`config.mk`:
```
export PLATFORM = sky130hd
export DESIGN_NAME = dc_line_ctrl_flat
export DESIGN_NICKNAME = d
export VERILOG_FILES = /design/src/rtl/dc_line_ctrl_if.sv /design/src/rtl/dc_line_ctrl.sv /design/src/flat_wrapper.sv
export SDC_FILE = /design/constraint.sdc
export NUM_CORES = 1
export LEC_CHECK = 0
export BUFFER_PORTS_ARGS = -buffer_cell sky130_fd_sc_hd__buf_4
export CORE_AREA = 2 2 248 250
export DETAILED_ROUTE_END_ITERATION = 6
export DIE_AREA = 0 0 250 252
export GPL_TIMING_DRIVEN = 1
export PLACE_DENSITY = 0.5
export SLEW_MARGIN = 20
export SYNTH_ARGS = -nofsm -noshare
export SYNTH_HDL_FRONTEND = slang
export SYNTH_SLANG_ARGS = --single-unit
```
`constraint.sdc`:
```
create_clock -name clk -period 3.15 [get_ports clk]
set_input_delay 0.63 -clock clk [delete_from_list [all_inputs] [get_ports clk]]
set_output_delay 0.63 -clock clk [all_outputs]
set_load 0.005 [all_outputs]
```
`src/rtl/dc_line_ctrl_if.sv`:
```
// External memory port of the data-cache line controller.
// One request channel (req/we/adr/wdata with ack) and one fill-return
// channel (rvalid/rdata). The controller is the master.
interface dc_line_ctrl_if;
  logic         mem_req;
  logic         mem_we;
  logic [27:0]  mem_adr;
  logic [127:0] mem_wdata;
  logic         mem_ack;
  logic         mem_rvalid;
  logic [127:0] mem_rdata;

  modport master (
    output mem_req, mem_we, mem_adr, mem_wdata,
    input  mem_ack, mem_rvalid, mem_rdata
  );

  modport slave (
    input  mem_req, mem_we, mem_adr, mem_wdata,
    output mem_ack, mem_rvalid, mem_rdata
  );
endinterface

```
`src/rtl/dc_line_ctrl.sv`:
```
// Data-cache line miss controller.
// On a miss it optionally writes the dirty victim line back to memory
// (read it from the data RAM, send it out), then reads the missing line
// from memory, writes it into the data RAM and pulses dc_stall_fin/tag_upd.
// One miss at a time; requests arriving while busy are dropped.
module dc_line_ctrl #(
  parameter int DWIDTH = 14
) (
  input  logic              clk,
  input  logic              rst_n,
  input  logic              miss_req,
  input  logic [27:0]       miss_adr,
  input  logic              victim_dirty,
  input  logic [27:0]       victim_adr,
  output logic [DWIDTH-3:0] ram_radr_all,
  output logic              ram_ren_all,
  input  logic [127:0]      ram_rdata_all,
  output logic [DWIDTH-3:0] ram_wadr_all,
  output logic [127:0]      ram_wdata_all,
  output logic              ram_wen_all,
  dc_line_ctrl_if.master    mem,
  output logic              busy,
  output logic              dc_stall_fin,
  output logic              tag_upd
);

  typedef enum logic [2:0] {
    S_IDLE,
    S_WB_RD,
    S_WB_CAP,
    S_WB_REQ,
    S_FILL_REQ,
    S_FILL_WAIT,
    S_FILL_WR,
    S_FIN
  } state_e;

  state_e             state_q;
  logic [27:0]        miss_adr_q;
  logic [27:0]        victim_adr_q;
  logic               victim_dirty_q;
  logic [127:0]       line_buf_q;

  logic               ram_ren_q;
  logic [DWIDTH-3:0]  ram_radr_q;
  logic               ram_wen_q;
  logic [DWIDTH-3:0]  ram_wadr_q;
  logic               mem_req_q;
  logic               mem_we_q;
  logic [27:0]        mem_adr_q;
  logic               fin_q;

  // Line-address bits [DWIDTH+1:4] form the RAM index; the rest only go to memory.
  function automatic logic [DWIDTH-3:0] line_index(input logic [27:0] adr);
    return adr[DWIDTH-3:0];
  endfunction

  // Main FSM: state, captured miss context, line buffer and registered outputs.
  // NOTE: sequential state uses non-blocking (<=) so every register samples
  // the pre-edge values of the others; blocking here would create ordering races.
  always_ff @(posedge clk) begin
    if (!rst_n) begin
      // NOTE: the line buffer is a plain 128-bit register, not a memory array,
      // so it is reset like everything else and never leaks stale data.
      state_q        <= S_IDLE;
      miss_adr_q     <= '0;
      victim_adr_q   <= '0;
      victim_dirty_q <= 1'b0;
      line_buf_q     <= '0;
      ram_ren_q      <= 1'b0;
      ram_radr_q     <= '0;
      ram_wen_q      <= 1'b0;
      ram_wadr_q     <= '0;
      mem_req_q      <= 1'b0;
      mem_we_q       <= 1'b0;
      mem_adr_q      <= '0;
      fin_q          <= 1'b0;
    end else begin
      // Single-cycle strobes default low; states below raise them for one cycle.
      ram_ren_q <= 1'b0;
      ram_wen_q <= 1'b0;
      fin_q     <= 1'b0;

      unique case (state_q)
        S_IDLE: begin
          if (miss_req) begin
            miss_adr_q     <= miss_adr;
            victim_adr_q   <= victim_adr;
            victim_dirty_q <= victim_dirty;
            if (victim_dirty) begin
              state_q    <= S_WB_RD;
              ram_ren_q  <= 1'b1;
              ram_radr_q <= line_index(victim_adr);
            end else begin
              state_q   <= S_FILL_REQ;
              mem_req_q <= 1'b1;
              mem_we_q  <= 1'b0;
              mem_adr_q <= miss_adr;
            end
          end
        end

        // RAM read issued this cycle; data arrives next cycle.
        S_WB_RD: state_q <= S_WB_CAP;

        S_WB_CAP: begin
          line_buf_q <= ram_rdata_all;
          state_q    <= S_WB_REQ;
          mem_req_q  <= 1'b1;
          mem_we_q   <= victim_dirty_q;
          mem_adr_q  <= victim_adr_q;
        end

        // Writeback request held until accepted, then the fill read follows at once.
        S_WB_REQ: begin
          if (mem.mem_ack) begin
            state_q   <= S_FILL_REQ;
            mem_req_q <= 1'b1;
            mem_we_q  <= 1'b0;
            mem_adr_q <= miss_adr_q;
          end
        end

        // Fill data coming back in the ack cycle is taken immediately.
        S_FILL_REQ: begin
          if (mem.mem_ack) begin
            mem_req_q <= 1'b0;
            if (mem.mem_rvalid) begin
              line_buf_q <= mem.mem_rdata;
              state_q    <= S_FILL_WR;
              ram_wen_q  <= 1'b1;
              ram_wadr_q <= line_index(miss_adr_q);
            end else begin
              state_q <= S_FILL_WAIT;
            end
          end
        end

        S_FILL_WAIT: begin
          if (mem.mem_rvalid) begin
            line_buf_q <= mem.mem_rdata;
            state_q    <= S_FILL_WR;
            ram_wen_q  <= 1'b1;
            ram_wadr_q <= line_index(miss_adr_q);
          end
        end

        S_FILL_WR: begin
          state_q <= S_FIN;
          fin_q   <= 1'b1;
        end

        S_FIN: state_q <= S_IDLE;

        default: state_q <= S_IDLE;
      endcase
    end
  end

  assign ram_ren_all   = ram_ren_q;
  assign ram_radr_all  = ram_radr_q;
  assign ram_wen_all   = ram_wen_q;
  assign ram_wadr_all  = ram_wadr_q;
  assign ram_wdata_all = line_buf_q;

  assign mem.mem_req   = mem_req_q;
  assign mem.mem_we    = mem_we_q;
  assign mem.mem_adr   = mem_adr_q;
  assign mem.mem_wdata = line_buf_q;

  assign busy          = (state_q != S_IDLE);
  assign dc_stall_fin  = fin_q;
  assign tag_upd       = fin_q;

endmodule

```
`src/flat_wrapper.sv`:
```
// flat-port wrapper written by rule: the top's interface ports become plain ports
module dc_line_ctrl_flat 
#(
  parameter int DWIDTH = 14
)
  (clk, rst_n, miss_req, miss_adr, victim_dirty, victim_adr, ram_radr_all, ram_ren_all, ram_rdata_all, ram_wadr_all, ram_wdata_all, ram_wen_all, busy, dc_stall_fin, tag_upd, mem_mem_req, mem_mem_we, mem_mem_adr, mem_mem_wdata, mem_mem_ack, mem_mem_rvalid, mem_mem_rdata);
  dc_line_ctrl_if mem_i ();
  input  logic clk;
  input  logic rst_n;
  input  logic miss_req;
  input  logic [27:0] miss_adr;
  input  logic victim_dirty;
  input  logic [27:0] victim_adr;
  output logic [DWIDTH-3:0] ram_radr_all;
  output logic ram_ren_all;
  input  logic [127:0] ram_rdata_all;
  output logic [DWIDTH-3:0] ram_wadr_all;
  output logic [127:0] ram_wdata_all;
  output logic ram_wen_all;
  output logic busy;
  output logic dc_stall_fin;
  output logic tag_upd;
  output wire logic [$bits(mem_i.mem_req)-1:0] mem_mem_req;
  output wire logic [$bits(mem_i.mem_we)-1:0] mem_mem_we;
  output wire logic [$bits(mem_i.mem_adr)-1:0] mem_mem_adr;
  output wire logic [$bits(mem_i.mem_wdata)-1:0] mem_mem_wdata;
  input wire logic [$bits(mem_i.mem_ack)-1:0] mem_mem_ack;
  input wire logic [$bits(mem_i.mem_rvalid)-1:0] mem_mem_rvalid;
  input wire logic [$bits(mem_i.mem_rdata)-1:0] mem_mem_rdata;
  assign mem_mem_req = mem_i.mem_req;
  assign mem_mem_we = mem_i.mem_we;
  assign mem_mem_adr = mem_i.mem_adr;
  assign mem_mem_wdata = mem_i.mem_wdata;
  assign mem_i.mem_ack = mem_mem_ack;
  assign mem_i.mem_rvalid = mem_mem_rvalid;
  assign mem_i.mem_rdata = mem_mem_rdata;
  dc_line_ctrl #(.DWIDTH(DWIDTH)) u_core (.clk(clk), .rst_n(rst_n), .miss_req(miss_req), .miss_adr(miss_adr), .victim_dirty(victim_dirty), .victim_adr(victim_adr), .ram_radr_all(ram_radr_all), .ram_ren_all(ram_ren_all), .ram_rdata_all(ram_rdata_all), .ram_wadr_all(ram_wadr_all), .ram_wdata_all(ram_wdata_all), .ram_wen_all(ram_wen_all), .mem(mem_i), .busy(busy), .dc_stall_fin(dc_stall_fin), .tag_upd(tag_upd));
endmodule
```
Word-level counts from Yosys, hierarchy flattened
Index checks and enable logic that the tools add are counted.
W data, S select, Z words.
{ "classes": {"reduce_logical": 14, "n_eq_ne": 12, "n_mux": 30} }
{ "ops": {"columns": ["cell", "count"], "rows": [
  ["$pmux W128 S3", 1],
  ["$mux W128", 2],
  ["$mux W28", 3],
  ["$pmux W28 S3", 1],
  ["$mux W12", 2],
  ["$pmux W12 S2", 1],
  ["$pmux W3 S8", 1],
  ["$mux W3", 5],
  ["$eq A3 B3 Y1 const B", 4],
  ["$mux W1", 10],
  ["$ne A2 B2 Y1 const B", 5],
  ["$reduce_bool A3 Y1", 3],
  ["$reduce_and A4 Y1", 2],
  ["$eq A3 B2 Y1 const B", 2],
  ["$reduce_and A2 Y1", 3],
  ["$reduce_and A3 Y1", 2],
  ["$reduce_and A5 Y1", 1],
  ["$pmux W1 S4", 1],
  ["$reduce_bool A4 Y1", 1],
  ["$eq A3 B1 Y1 const B", 1],
  ["$logic_not A3 Y1", 1],
  ["$pmux W1 S3", 1],
  ["$mux W2", 1],
  ["$pmux W1 S2", 1],
  ["$reduce_bool A2 Y1", 1]
]} }
{ "word_totals": {"wordCells": 69, "out_inout_bits": 315, "inputBits": 318, "reg_bits": 245} }

Longest topological paths before layout
Gate-level depths: netlist (run 1).
{ "logic_depth": {"word_depth": 3, "mapped_depth": 8, "depth_no_buf": 4} }

Worst setup path before layout (run 1)
OpenSTA, ideal clock, no wires.
{ "synth_path": {"kind": "input to register", "startpoint": "input port victim_dirty", "endpoint": "register u_core.mem_adr_q[16], in the netlist u_core.mem.mem_adr[16]", "setup_slack_ps": 1485, "arrival_ps": 1543, "cell_stages": 5, "required_time_ps": 3028, "setup_time_ps": 122, "cell_sequence": "nand2b_1 o32ai_4 buf_2 buf_2 o22ai_1"} }
{ "synth_between": {"elab_chain_cells": 2} }
{ "synth_lines": {"columns": ["item", "line", "rtl"], "rows": [
  ["from (decl)", "flat_wrapper.sv:12", "input logic victim_dirty;"],
  ["$ne A2 B2 Y1 (no source line)", null, null],
  ["$reduce_and A4 Y1 (no source line)", null, null],
  ["to (signal assigned)", "dc_line_ctrl.sv:98", "mem_adr_q <= miss_adr;"],
  ["to (signal assigned)", "dc_line_ctrl.sv:111", "mem_adr_q <= victim_adr_q;"],
  ["to (signal assigned)", "dc_line_ctrl.sv:120", "mem_adr_q <= miss_adr_q;"],
  ["to (decl)", "dc_line_ctrl.sv:50", "logic [27:0] mem_adr_q;"]
]} }
Every way passes these cells.
A chain may end at the register's enable or synchronous reset.

Worst setup path after layout (run 1)
{ "layout_path": {"startpoint": "register u_core.state_q[2]", "endpoint": "register u_core.line_buf_q[85], in the netlist u_core.mem.mem_wdata[85]"} }
{ "layout_between": {"elab_chain_cells": 3} }
{ "layout_lines": {"columns": ["item", "line", "rtl"], "rows": [
  ["from (decl)", "dc_line_ctrl.sv:38", "state_e state_q;"],
  ["from (signal assigned)", "dc_line_ctrl.sv:65", "state_q <= S_IDLE;"],
  ["from (signal assigned)", "dc_line_ctrl.sv:91", "state_q <= S_WB_RD;"],
  ["from (signal assigned)", "dc_line_ctrl.sv:95", "state_q <= S_FILL_REQ;"],
  ["$eq A3 B3 Y1 / $eq A3 B2 Y1 (equally long branches)", "dc_line_ctrl.sv:84", "unique case (state_q)"],
  ["$ne A2 B2 Y1 (no source line) / $reduce_bool A3 Y1 (equally long branches)", null, null],
  ["$reduce_and A2 Y1 (no source line)", null, null],
  ["to (signal assigned)", "dc_line_ctrl.sv:107", "line_buf_q <= ram_rdata_all;"],
  ["to (signal assigned)", "dc_line_ctrl.sv:129", "line_buf_q <= mem.mem_rdata;"],
  ["to (signal assigned)", "dc_line_ctrl.sv:141", "line_buf_q <= mem.mem_rdata;"],
  ["to (decl)", "dc_line_ctrl.sv:42", "logic [127:0] line_buf_q;"]
]} }
Several ways; a longest one is shown, not always the timed one.

==> impl_metrics.toml, run 1 <==
[run_status]
status = "finished, final reports clean"

[cts]
cts_made_buffers = 29
htreeDepth = 1
postCtsHoldBufs = 0
path_clk_slew_ns = 0.06
cts_resized = 0
clk_latency_ns = 0.58
clock_path_buffers = 3
cts_tree = "done"
cts_sinks = 245
cts-root-buf = "clkbuf_16"
post_cts_buffers = 0

[timing]
tns_ns = 0
worst-slew-pin-transition_ns = 0.765
slew_viol_final = 0
setup_violations = 0
fmax_mhz = 419
fin_skew_ns = 0.00908
rsz0062_at_grt = "no"
finalHoldViolCount = 0
relSlewSlack_pct = 48.8
fin_crit_sh_pct = 75.8
fin_crit_ns = 2.39

[synth]
synth_area_leader_cell = "dfxtp_1"
synthFlopType = "dfxtp_1"
synth-edff-count = 0
synth-seq-cells = 245
syn-instance-count = 1293
ys_warn_count = 0
async_reset_ff_share_pct = 0
syn_area_sq_um = 11800
yosysMostFrequentCell = "nand2_1"
synth_area_per_cell_sq_um = 9.14
synthesis.nets = 1611
synth_cell_types = 37
synth.yosys.seq_area_share_pct = 41.5
synthTopCellsByArea = "dfxtp_1 (41%), mux2i_1 (13%), o211a_1 (11%)"
yosysTopAreaCellShare_pct = 41.5
synth_commonest_cells = "nand2_1 (313), dfxtp_1 (245), buf_4 (160), mux2i_1 (156), o211a_1 (129)"

[routing]
wl_per_cell_um = 18.3
firstDrtPassIters = 4
topRoutingLayerUsed = "met4"
wl_met1_um = 18800
met2_length_um = 23800
vias = 10700
drc = 0
drtAntennaViolNets = 0
dr.first_iter.drc_count = 465
detail_route.vias_per_cell = 4.21
wl_met3_um = 2800
drt_wl_total_um = 46600

[global_routing]
grt_start_max_net_pins = 91
grt-ovfl-total = 0
antenna_found_initial = 3
grt_pass1_vias = 10600
grt_pass1_wl_um = 66500
grt_util_all_layers_pct = 13.7

[setup_path]
start_kind = "flip-flop"
crit_arrival_ns = 2.86
crit_type = "flip-flop to flip-flop"
critPathCaptureType = "flip-flop"
path_max_fanout = 51
crit_required_ns = 3.62

[layout]
final_nets = 2063
drive_gt1_share_pct = 40.2
fillerInstances = 6465
area_growth_syn_to_layout_pct = 45.5
stdcell_count = 2550

[placed_design]
placed_cells = 2496
gp_congestion = 0.863
io_buffers = 632
dp_hpwl_um = 35400

[job]
drv_cap = 0

[floorplan]
die_x_um = 250
rows = 90
die_h_um = 252
dieArea_sq_um = 63000
fp.coreArea_sq_um = 60100
start_util_pct = 19.7
ioPinCount = 633

[hold_path]
min_path_type = "primary input to flip-flop"

[power_and_ir_drop]
p_per_area_nw_per_um2 = 693
cellLeakagePower_nw = 9.49
finalPower_mw = 11.9
ir_drop_uv = 405
-- critical path, cell delays in order, from the launching register on --
cell	delay, ns
dfxtp_1	0.75
nand2b_4	0.29
o22ai_4	0.25
buf_12	0.27
buf_4	0.42
nand2_1	0.12
o211a_1	0.14
-- stage by stage --
step | hold slack, ns | utilization, % | worst slack [ns] | area, sq um
2_1_floorplan | 0.439 | - | 1.48 | 11800
3_3_place_gp | 0.445 | 27.1 | 0.868 | 16300
3_5_place_dp | 0.455 | 27.1 | 0.764 | 16300
4_1_cts | 0.269 | 28.6 | 0.715 | 17200
5_1_grt | 0.294 | 28.6 | 0.556 | 17200
6_report | 0.309 | 28.6 | 0.763 | 17200
-- path summary, 6_finish.rpt --
| kind | slack, ns | depth (start not counted) | from | endpoint |
|---|---|---|---|---|
| max reg2reg | 0.76 | 6 | u_core.state_q[2]$_SDFFE_PN0P_ | u_core.mem.mem_wdata[85]$_SDFFE_PN0P_ |
| max | 0.76 | 6 | u_core.state_q[2]$_SDFFE_PN0P_ | u_core.mem.mem_wdata[85]$_SDFFE_PN0P_ |
| min reg2reg | 0.46 | 2 | u_core.ram_radr_all[0]$_SDFFE_PN0P_ | u_core.ram_radr_all[0]$_SDFFE_PN0P_ |
| min | 0.31 | 3 | victim_adr[0] | u_core.ram_radr_all[0]$_SDFFE_PN0P_ |
-- placed cells by master (no fill, tap or decap), drive strengths merged, types with 2 or more instances in the layout --
cell type / n
a21boi: 69
a21oi: 30
buf: 657
bufinv: 2
clkbuf: 42
clkinv: 6
dfxtp: 245
diode: 3
inv: 3
mux2i: 156
nand2: 314
nand2b: 4
nand3: 12
nor2: 33
nor2b: 2
nor3: 2
o211a: 129
o21a: 2
o21ai: 16
o22ai: 29
-- per-layer routing --
metal | global-route usage (%) | up-vias
met5 | 0 | -
met4 | 3.70 | 0
met3 | 3.31 | 49
met2 | 24.8 | 355
met1 | 16.2 | 5110
li1 | - | 5227
-- layout make-up --
type / count / area (sq um) / share of cell area [%]
timing repair buffer: 657 / 5010 / 29.1
antenna: 3 / 7.51 / 0.0437
sequential: 245 / 4910 / 28.5
tap: 782 / 978 / 5.69
multi-input combinational: 810 / 5380 / 31.3
inverter: 2 / 7.51 / 0.0437
clock buffer: 42 / 795 / 4.62
clock inverter: 9 / 110 / 0.640
-- logic make-up (layout without fill, tap and decap cells) --
kind of cell	count (synthesis)	after routing	share of synthesized area [%]
muxes	157	157	13.3
DFF	245	245	41.5
AOI/OAI and AO/OA	279	279	19.5
other	0	3	0
buffers and inverters	238	710	13.1
and+or+nand+nor	374	374	12.6
-- sequential cells by signal (all words and copies together), names as in the netlist --
name / cells
u_core.mem.mem_wdata: 128
u_core.mem.mem_adr: 28
u_core.miss_adr_q: 28
u_core.victim_adr_q: 28
u_core.ram_radr_all: 12
u_core.ram_wadr_all: 12
u_core.state_q: 3
u_core.dc_stall_fin: 1
u_core.mem.mem_req: 1
u_core.mem.mem_we: 1
u_core.ram_ren_all: 1
u_core.ram_wen_all: 1
u_core.victim_dirty_q: 1
-- where the power goes --
part / leakage (nW) / internal [mW] / switching (mW) / total [mW]
registers: 2.00 / 3.75 / 0.621 / 4.37
clock network: 0.446 / 1.91 / 1.38 / 3.28
logic: 7.04 / 2.26 / 2.00 / 4.26
total: 9.49 / 7.92 / 4.00 / 11.9
(Power assumes the default switching activity.)
==> run 2: changes to the inputs <==
--- a/config.mk
+++ b/config.mk
@@ -10,7 +10,7 @@
 export DETAILED_ROUTE_END_ITERATION = 6
 export DIE_AREA = 0 0 250 252
 export GPL_TIMING_DRIVEN = 1
-export PLACE_DENSITY = 0.5
+export PLACE_DENSITY = 0.52
 export SLEW_MARGIN = 20
 export SYNTH_ARGS = -nofsm -noshare
 export SYNTH_HDL_FRONTEND = slang
==> constraint.sdc (replaced) <==
create_clock -name clk -period 2.18 [get_ports clk]
set_input_delay 0.436 -clock clk [delete_from_list [all_inputs] [get_ports clk]]
set_output_delay 0.436 -clock clk [all_outputs]
set_load 0.005 [all_outputs]
==> run 2 against run 1 <==
Final cell count increased by 0.78%. Core utilization increased by 0.43 points. Largest power group unchanged. Sequential power increased by 45%. Critical path type is now flip-flop to output port. Worst setup slack got worse by 0.65 ns. Clock-buffer cell count is 2 lower. Critical path depth decreased by 2. Clock power grew 53%. Clock skew increased by 0.014 ns. Critical endpoint is now busy. Die area stayed put. First-iteration DRC count rose by 14%. Routed wire length shrank 2.5%. Via count grew 0.98%.
==> impl_metrics.toml, run 2 (synthesis gave the netlist of run 1 again) <==
[run_status]
status = "finished, final reports clean"

[timing]
slew_viol_final = 0
fin_crit_sh_pct = 94.9
tns_ns = 0
rsz0062_at_grt = "no"
fin_skew_ns = 0.0227
relSlewSlack_pct = 58.6
setup_violations = 0
whs_ns = 0.131
fin_crit_ns = 2.07
fmax_mhz = 483
finalHoldViolCount = 0
worst-slew-pin-transition_ns = 0.621

[routing]
vias = 10800
detail_route.vias_per_cell = 4.22
wl_per_cell_um = 17.7
drtAntennaViolNets = 0
drc = 0
firstDrtPassIters = 7
dr.first_iter.drc_count = 529
drt_wl_total_um = 45400

[hold_path]
min_path_type = "primary input to flip-flop"
holdCritStartpoint = "victim_adr[2]"

[cts]
clock_path_buffers = 3
cts-root-buf = "clkbuf_16"
clk_latency_ns = 0.57
path_clk_slew_ns = 0.06
cts_made_buffers = 29
postCtsHoldBufs = 0
cts_sinks = 245
cts_tree = "done"
htreeDepth = 1

[floorplan]
fp.coreArea_sq_um = 60100
ioPinCount = 633
start_util_pct = 19.7
die_h_um = 252
die_x_um = 250
rows = 90
dieArea_sq_um = 63000

[layout]
drive_gt1_share_pct = 41.4
area_growth_syn_to_layout_pct = 47.7
mostFrequentLayoutCells = "buf_4 (668), nand2_1 (312), dfxtp_1 (244)"
mostFrequentLayoutCell = "buf_4"
design_area_sq_um = 17500
largest_reg_flops = 128
final_nets = 2083
fin_util_pct = 29.0

[global_routing]
grt_start_max_net_pins = 75
grt_pass1_vias = 10800
grt-ovfl-total = 0
grt_pass1_wl_um = 65800
antenna_found_initial = 2
grt_util_all_layers_pct = 13.5

[placed_design]
io_buffers = 632
dp_hpwl_um = 35600
gp_congestion = 0.865
postPlaceCellArea_sq_um = 16500

[setup_path]
path_max_fanout = 10
crit_required_ns = 1.74
critPathCaptureType = "output port"
crit_path_start = "u_core.state_q[2]$_SDFFE_PN0P_"
crit_arrival_ns = 1.63
r2r_start = "u_core.state_q[0]$_SDFFE_PN0P_"
crit_type = "flip-flop to output port"
start_kind = "flip-flop"

[power_and_ir_drop]
p_per_area_nw_per_um2 = 1010
cellLeakagePower_nw = 9.64
ir_drop_uv = 451

[job]
drv_cap = 0
## run 2: cell types whose count changed in the layout (fill, tap and decap cells not counted), moves of 2 or more
cell	change
clkbuf_8	+5
inv_6	+3
buf_4	+18
clkbuf_1	-7
buf_12	+2
## run 2: metrics by stage
stage / total power, mW / instances / worst slack [ns]
4_1_cts: 18.0 / 2568 / 0.0744
3_3_place_gp: 12.8 / 2516 / 0.366
6_report: 17.7 / 2570 / 0.111
5_1_grt: 18.7 / 2570 / 0.0167
2_1_floorplan: 9.84 / 1293 / 0.614
3_5_place_dp: 12.8 / 2516 / 0.340
## run 2: critical path, stage by stage, from the launching register on
cell	delay [ns]
dfxtp_1	0.39
buf_4	0.22
nor3_2	0.22
inv_1	0.09
buf_4	0.14
## run 2: area by class of cell
type	instances	area, sq um
Clock inverter	12	149
Antenna cell	2	5.00
Tap cell	782	978
Multi-Input combinational cell	810	5380
Inverter	2	7.51
Sequential cell	245	4910
Fill cell	6422	42700
Timing Repair Buffer	677	5190
Clock buffer	40	837
## run 2: metal layers
metal / GRT usage [%] / part of all wire [%] / up-vias
li1: - / - / 5289
met1: 16.3 / 41 / 5133
met2: 23.9 / 50 / 371
met3: 2.92 / 6.1 / 53
met4: 4.09 / 2.6 / 0
met5: 0 / 0 / -
## run 2: repair_timing
item                       4_1_cts  5_1_grt
setup endpoints to repair        1        0
buffers inserted                 0        0
gates resized for setup          1        0
## run 2: worst paths after layout
kind	end	slack, ns	cells after the start
setup / recovery	busy	0.11	4
hold / removal	u_core.ram_radr_all[2]$_SDFFE_PN0P_	0.13	3
setup reg to reg	u_core.mem.mem_wdata[78]$_SDFFE_PN0P_	0.30	6
hold reg to reg	u_core.ram_radr_all[2]$_SDFFE_PN0P_	0.46	2
## run 2: where the power goes
group | total, mW | internal (mW) | switching, mW
Combinational | 6.32 | 3.39 | 2.93
Clock | 5.01 | 3.03 | 1.98
Sequential | 6.33 | 5.42 | 0.910
